`config.mk`:
```
export PLATFORM = sky130hd
export DESIGN_NAME = twosc_word_seq
export DESIGN_NICKNAME = d
export VERILOG_FILES = /design/src/rtl/twosc_pkg.sv /design/src/rtl/twosc_cell.sv /design/src/rtl/twosc_word_seq.sv
export SDC_FILE = /design/constraint.sdc
export NUM_CORES = 1
export LEC_CHECK = 0
export CAP_MARGIN = 20
export CORE_MARGIN = 1
export CORE_UTILIZATION = 40
export DETAILED_ROUTE_END_ITERATION = 7
export RECOVER_POWER = 25
export SYNTH_ARGS = -nofsm -noshare
export SYNTH_HDL_FRONTEND = slang
export SYNTH_SLANG_ARGS = --single-unit
```
`constraint.sdc`:
```
create_clock -name clk -period 1.8 [get_ports clk]
set_input_delay 0.27 -clock clk [delete_from_list [all_inputs] [get_ports clk]]
set_output_delay 0.27 -clock clk [all_outputs]
set_load 0.01 [all_outputs]
```
`src/rtl/twosc_pkg.sv`:
```
// twosc_pkg -- shared definitions for the serial two's-complement negator.
//   TWOSC_W_DEF   : default word width
//   twosc_state_e : sequencer FSM states (IDLE, SHIFT, HOLD)
package twosc_pkg;

  localparam int TWOSC_W_DEF = 8;

  typedef enum logic [1:0] {
    IDLE  = 2'd0,
    SHIFT = 2'd1,
    HOLD  = 2'd2
  } twosc_state_e;

endpackage

```
`src/rtl/twosc_cell.sv`:
```
// twosc_cell -- serial two's-complement bit cell, LSB first.
//   clk, r    : clock, async active-high reset
//   clr       : clear the "first one seen" flag before a new word
//   en        : a bit is being processed this cycle
//   bit_in    : operand bit
//   bit_out   : negated bit (copy until the first 1 has passed, invert after)
module twosc_cell (
  input  logic clk,
  input  logic r,
  input  logic clr,
  input  logic en,
  input  logic bit_in,
  output logic bit_out
);

  logic found_q, found_d;

  always_comb begin
    found_d = found_q;
    if (clr)     found_d = 1'b0;
    else if (en) found_d = found_q | bit_in;
  end

  always_ff @(posedge clk or posedge r) begin
    if (r) found_q <= 1'b0;
    else   found_q <= found_d;
  end

  assign bit_out = found_q ? ~bit_in : bit_in;

endmodule

```
`src/rtl/twosc_word_seq.sv`:
```
// twosc_word_seq -- negates a W-bit two's-complement word by streaming it
// LSB-first through twosc_cell, one bit per cycle.
//   clk, r               : clock, async active-high reset
//   in_valid/in_ready    : operand handshake (accepted only in IDLE)
//   in_data              : operand
//   out_valid/out_ready  : result handshake (result held in HOLD)
//   out_data             : negated operand, updated only on entry to HOLD
//   busy                 : high in SHIFT and HOLD
//   out_ovf              : only with TWOSC_OVF_FLAG_EN; operand was the
//                          most-negative value (negation wrapped)
module twosc_word_seq
  import twosc_pkg::*;
#(
  parameter int W = TWOSC_W_DEF
) (
  input  logic         clk,
  input  logic         r,
  input  logic         in_valid,
  output logic         in_ready,
  input  logic [W-1:0] in_data,
  output logic         out_valid,
  input  logic         out_ready,
  output logic [W-1:0] out_data,
`ifdef TWOSC_OVF_FLAG_EN
  output logic         out_ovf,
`endif
  output logic         busy
);

  localparam int CW = $clog2(W) + 1;

  twosc_state_e  state_q, state_d;
  logic [CW-1:0] cnt_q, cnt_d;
  logic [W-1:0]  sh_q, sh_d;
  logic [W-1:0]  res_q, res_d;
  logic [W-1:0]  out_q, out_d;
  logic [W-1:0]  res_next;
  logic          cell_clr, cell_en, cell_bit;
  logic          last_bit;

  twosc_cell u_cell (
    .clk     (clk),
    .r       (r),
    .clr     (cell_clr),
    .en      (cell_en),
    .bit_in  (sh_q[0]),
    .bit_out (cell_bit)
  );

  // Result enters at the MSB end so after W shifts bit 0 lands at index 0.
  assign res_next = {cell_bit, res_q[W-1:1]};
  assign last_bit = (cnt_q == CW'(W - 1));

`ifdef TWOSC_OVF_FLAG_EN
  logic ovf_q, ovf_d;
`endif

  always_comb begin
    state_d  = state_q;
    cnt_d    = cnt_q;
    sh_d     = sh_q;
    res_d    = res_q;
    out_d    = out_q;
    cell_clr = 1'b0;
    cell_en  = 1'b0;
`ifdef TWOSC_OVF_FLAG_EN
    ovf_d    = ovf_q;
`endif
    case (state_q)
      IDLE: begin
        if (in_valid) begin
          sh_d     = in_data;
          cnt_d    = '0;
          cell_clr = 1'b1;
          state_d  = SHIFT;
        end
      end
      SHIFT: begin
        cell_en = 1'b1;
        sh_d    = sh_q >> 1;
        res_d   = res_next;
        cnt_d   = cnt_q + CW'(1);
        if (last_bit) begin
          out_d   = res_next;
          state_d = HOLD;
`ifdef TWOSC_OVF_FLAG_EN
          // Output equals a 1 input only while no earlier 1 was seen, so a 1
          // passing through unchanged at the MSB means "first one at W-1".
          ovf_d = sh_q[0] & cell_bit;
`endif
        end
      end
      HOLD: begin
        if (out_ready) state_d = IDLE;
      end
      default: state_d = IDLE;
    endcase
  end

  always_ff @(posedge clk or posedge r) begin
    if (r) begin
      state_q <= IDLE;
      cnt_q   <= '0;
      sh_q    <= '0;
      res_q   <= '0;
      out_q   <= '0;
`ifdef TWOSC_OVF_FLAG_EN
      ovf_q   <= 1'b0;
`endif
    end else begin
      state_q <= state_d;
      cnt_q   <= cnt_d;
      sh_q    <= sh_d;
      res_q   <= res_d;
      out_q   <= out_d;
`ifdef TWOSC_OVF_FLAG_EN
      ovf_q   <= ovf_d;
`endif
    end
  end

  assign in_ready  = (state_q == IDLE);
  assign out_valid = (state_q == HOLD);
  assign busy      = (state_q != IDLE);
  assign out_data  = out_q;
`ifdef TWOSC_OVF_FLAG_EN
  assign out_ovf   = ovf_q;
`endif

endmodule

```
## Word-level counts from Yosys, hierarchy flattened

Cells that the tools add are included.

- Word-level logic and storage cells: 36
- Bits of input ports: 12
- Register bits after elaboration: 31
- Output and inout port bits: 11

- Equality and inequality tests: 6
- Bitwise logic cells: 2
- Reductions and logical operators: 7
- Multiplexer cells: 14
- $add $sub $neg: 1

Operators with widths:

| kind | count |
|---|---|
| case mux 8 bit (2 select lines) | 1 |
| two-way mux 8 bit | 1 |
| case mux 4 bit (2 select lines) | 1 |
| two-way mux 1 bit | 6 |
| two-way mux 2 bit | 3 |
| case mux 2 bit (3 select lines) | 1 |
| nonzero test 2 bit | 3 |
| adder 4 x 1 -> 4 bit, second input constant | 1 |
| equality test 4 x 3 -> 1 bit, second input constant | 1 |
| two-way mux 4 bit | 1 |
| != test 2 bit, second input constant | 2 |
| AND reduction 2 bit | 2 |
| AND reduction 3 bit | 1 |
| equality test 2 x 1 -> 1 bit, second input constant | 1 |
| equality test 2 bit, second input constant | 1 |
| zero test 2 bit | 1 |
| != test 2 x 1 -> 1 bit, second input constant | 1 |
| NOT 1 bit | 1 |
| bitwise OR 1 bit | 1 |

## Logic depth before layout (Yosys ltp)

- Depth after elaboration: 4
- Mapped depth: 6
- Depth with buffers taken out: 4

## Cells and area by module

From an unflattened synthesis, not the netlist that was laid out.

- Cells, all modules: 128
- Area, all modules: 1,333.8 um^2

By module, submodules not included:

| module | instances | area each (um^2) | cells an instance | sequential area each (um^2) |
|---|---|---|---|---|
| twosc_word_seq | 1 | 1,273.7 | 121 | 725.7 |
| twosc_cell | 1 | 60.1 | 7 | 25.0 |

## Least setup slack after synthesis

No wires, ideal clock.

- Path kind: reg-to-reg
- Start: register cnt_q[0]
- End: register out_q[0] (netlist: out_data[0])
- Buffers on the path: 0
- Arrival: 1.249 ns
- Cell stages (with the launch flop): 5
- Slack: 0.426 ns
- Period minus slack after synthesis: 1.374 ns
- Data required time: 1.675 ns
- Library setup time: 0.125 ns
- Cell sequence: dfrtp_1 -> ha_1 -> nand4b_1 -> nor2_4 -> mux2_2

- Word-level cells in the longest chain between the ends: 2

Ends and longest elaborated chain:

| what | RTL line | RTL |
|---|---|---|
| from (decl) | twosc_word_seq.sv:33 | `logic [CW-1:0] cnt_q, cnt_d;` |
| from (signal assigned) | twosc_word_seq.sv:112 | `cnt_q <= cnt_d;` |
| equality test 4 x 3 -> 1 bit | twosc_word_seq.sv:52 | `assign last_bit = (cnt_q == CW'(W - 1));` |
| AND reduction 2 bit (no source line) | - |  |
| to (signal assigned) | twosc_word_seq.sv:115 | `out_q <= out_d;` |
| to (decl) | twosc_word_seq.sv:36 | `logic [W-1:0] out_q, out_d;` |

No other way between the ends.
A chain may end at the register's enable or synchronous reset.

## Worst setup path in the final report

- Start: register state_q[0]
- End: output in_ready

- Word-level cells in the longest chain between the ends: 1

Ends and longest elaborated chain:

| what | RTL line | RTL |
|---|---|---|
| from (decl) | twosc_word_seq.sv:32 | `twosc_state_e state_q, state_d;` |
| from (signal assigned) | twosc_word_seq.sv:111 | `state_q <= state_d;` |
| zero test 2 bit | twosc_word_seq.sv:122 | `assign in_ready = (state_q == IDLE);` |
| to (decl) | twosc_word_seq.sv:19 | `output logic in_ready,` |

No other way between the ends.

==> qor.yml <==
grt:
  grt-ovfl-total: 0
  antenna_found_initial: 0
  grt_use_total_pct: 16.0
  grt_pass1_wl_um: 3930
  first_global_vias: 901
  grt_max_degree: 31
critical_path:
  worstPathMaxFanout: 3
  cp.arrival_ps: 1360
  setup.worst_path.class: "reg2out"
  r2r-end: "out_data[4]"
  critPathLaunchType: "register"
  r2r_slack_ps: 300
  worstRegToRegCells: 4
  r2r_start: "cnt_q[0]"
  setup.worst_path.end_class: "output pin"
  critPathRequiredTime_ps: 1530
sta:
  finalClockSkew_ps: 12.6
  setup_viol: 0
  hold_viol_final: 0
  finalSetupTns_ps: 0
  min_period_over_period_pct: 90.7
  fmax_mhz: 612
  holdWs_ps: 485
  slew_viol_final: 0
  finalWorstPathRequiredPeriod_ps: 1630
  fin_ws_ps: 167
  rsz0062_at_grt: "no"
  tightest_slew_ps: 715
  max_slew_margin_pct: 52.3
finish:
  drive_gt1_share_pct: 16.1
  antenna_cells: 0
  n_fill_cell: 302
  mostFrequentLayoutCells: "34 x nand2_1, 29 x dfrtp_1, 18 x clkdlybuf4s50_1, 12 x o21ai_0, 8 x mux2_2"
  final_common_cell: "nand2_1"
  fin_nets: 162
  area.growth.synth_to_final_pct: 29.0
power_and_ir_drop:
  p_per_area_nw_per_um2: 1690
  swShare_pct: 30.3
  internal_power_mw: 1.97
  leakage_nw: 0.810
  clkPwrFrac_pct: 25.0
  power.switching_mw: 0.860
  pwr-share-seq_pct: 40.7
  vdd_drop_max_v: 0.000657
  p_comb_share_pct: 34.4
detailed_routing:
  dr.pass1.iters: 4
  drt-met1-wl_um: 1030
  drc_errors: 0
  vias: 883
  wl_met2_um: 886
  viasPerCell: 4.58
  drtIter0Drc: 17
  top_layer: "met4"
  drt_wl_total_um: 2070
  dr_wl_met3_um: 78
  wl_per_cell_um: 10.7
  ant_nets: 0
worst_hold_path:
  min_from: "res_q[1]"
  hold-path-cell-count: 2
  min_path_type: "reg2reg"
  min_to: "res_q[1]"
placement:
  place.gp.congestion: 0.752
  hpwl_um: 1400
  numPortBuffers: 22
  place_ws_ps: 210
synth:
  synth_area_leaders: "dfrtp_1 58%, nand2_1 9.8%, mux2_2 6.9%"
  avgSynthCellArea_um2: 10.7
  synth_top_area_share_pct: 57.7
  syn_nets: 135
  ys.warnings.count: 0
  netlist_area_um2: 1300
  ys_ff_latch: 30
  synthCells: 121
  yosysTopAreaCell: "dfrtp_1"
  seq_area_frac_synth_pct: 57.7
  ys_types: 25
die:
  row_count: 20
  ios: 23
  start_util_pct: 42.2
  die_area_um2: 3480
  die_w_um: 59.0
  die_h_um: 59.0
  fp.coreArea_um2: 3080
clock_tree:
  htree_num_levels: 2
  cts_sinks: 30
  cts_buffers: 5
  path_clk_slew_ps: 100
  cts_root_buf: "clkbuf_4"
  ctsHoldBuffers: 0
  cts_tree: "built"
  cts_buffer_depth: 2
  clock_latency_ps: 340
outcome:
  run_status: "finished, final reports clean"
job:
  cap_violations: 0
==> power by group through the flow <==
stage	Clock, mW	Combinational (mW)	Sequential, mW
after global placement	0	0.967	1.17
after CTS	0.734	0.996	1.16
after global routing	0.766	1.12	1.20
after floorplan	0	0.641	1.18
final	0.708	0.974	1.15
after detailed placement	0	0.987	1.18
==> per-layer routing <==
metal	global-route usage, %	vias up
li1	-	445
met1	18.5	413
met2	25.0	17
met3	4.59	8
met4	12.2	0
met5	0	-
==> state kept, by name, summed over array words and instances, names as in the netlist <==
register and count:
out_data 8, sh_q 8, res_q 7, cnt_q 4
state_q 2, u_cell.found_q 1
==> how the worst max path moves through the flow <==
stage                    start          end  slack, ps  cells after the start
global route        state_q[0]     in_ready         90                      3
floorplan             cnt_q[0]  out_data[0]        430                      4
global placement    state_q[0]     in_ready        230                      3
CTS                 state_q[0]     in_ready        140                      3
detailed placement  state_q[0]     in_ready        210                      3
finish              state_q[0]     in_ready        170                      3
==> final cells by class <==
| cell class | instances | area [um2] | share of cell area (%) |
|---|---|---|---|
| flip-flops and latches | 30 | 752 | 44.9 |
| multi-input cells | 78 | 484 | 28.9 |
| repair buffers | 27 | 251 | 15.0 |
| clock inverters | 2 | 60.1 | 3.58 |
| well taps | 44 | 55.1 | 3.28 |
| clock buffers | 6 | 51.3 | 3.06 |
| inverters | 6 | 22.5 | 1.34 |
==> cell usage after synthesis (all sizes together) <==
master / count
xor2: 1
o21bai: 1
buf: 6
nand3: 1
ha: 2
nor2: 1
nor3b: 1
mux2i: 7
and2b: 1
a2bb2oi: 1
dfrtp: 30
a21o: 1
clkbuf: 1
or2: 1
inv: 6
nor2b: 2
nand2b: 1
o21ai: 13
nand4b: 1
a22o: 1
nand2: 34
mux2: 8
==> worst max-delay path: stages (launching register included) <==
cell and delay (ps):
dfrtp_2 430, or2_2 300, inv_1 50, dlygate4sd2_1 250
==> metrics by stage <==
stage,utilization [%],std cells,power (mW),instance area [um2]
floorplan,-,121,1.82,1300
global placement,50.8,184,2.13,1560
detailed placement,50.8,184,2.16,1560
CTS,54.6,193,2.89,1680
global route,54.5,193,3.09,1680
finish,54.5,193,2.83,1680
==> timing repair <==
item	CTS	global route
gates resized for setup	4	0
hold endpoints to repair	0	0
setup buffers	1	0
setup endpoints to repair	3	0
==> cell families after synthesis <==
kind of cell             Yosys count  synth area share [%]
AND/OR/NAND/NOR                   43                  14.8
flip-flops                        30                  57.7
AO/OA/AOI/OAI                     17                  7.51
multiplexers                      15                  12.3
buffers and inverters             13                  5.00
adder cells (fa/ha/maj)            2                  1.92
XOR/XNOR                           1                 0.674
(Power assumes the default switching activity.)
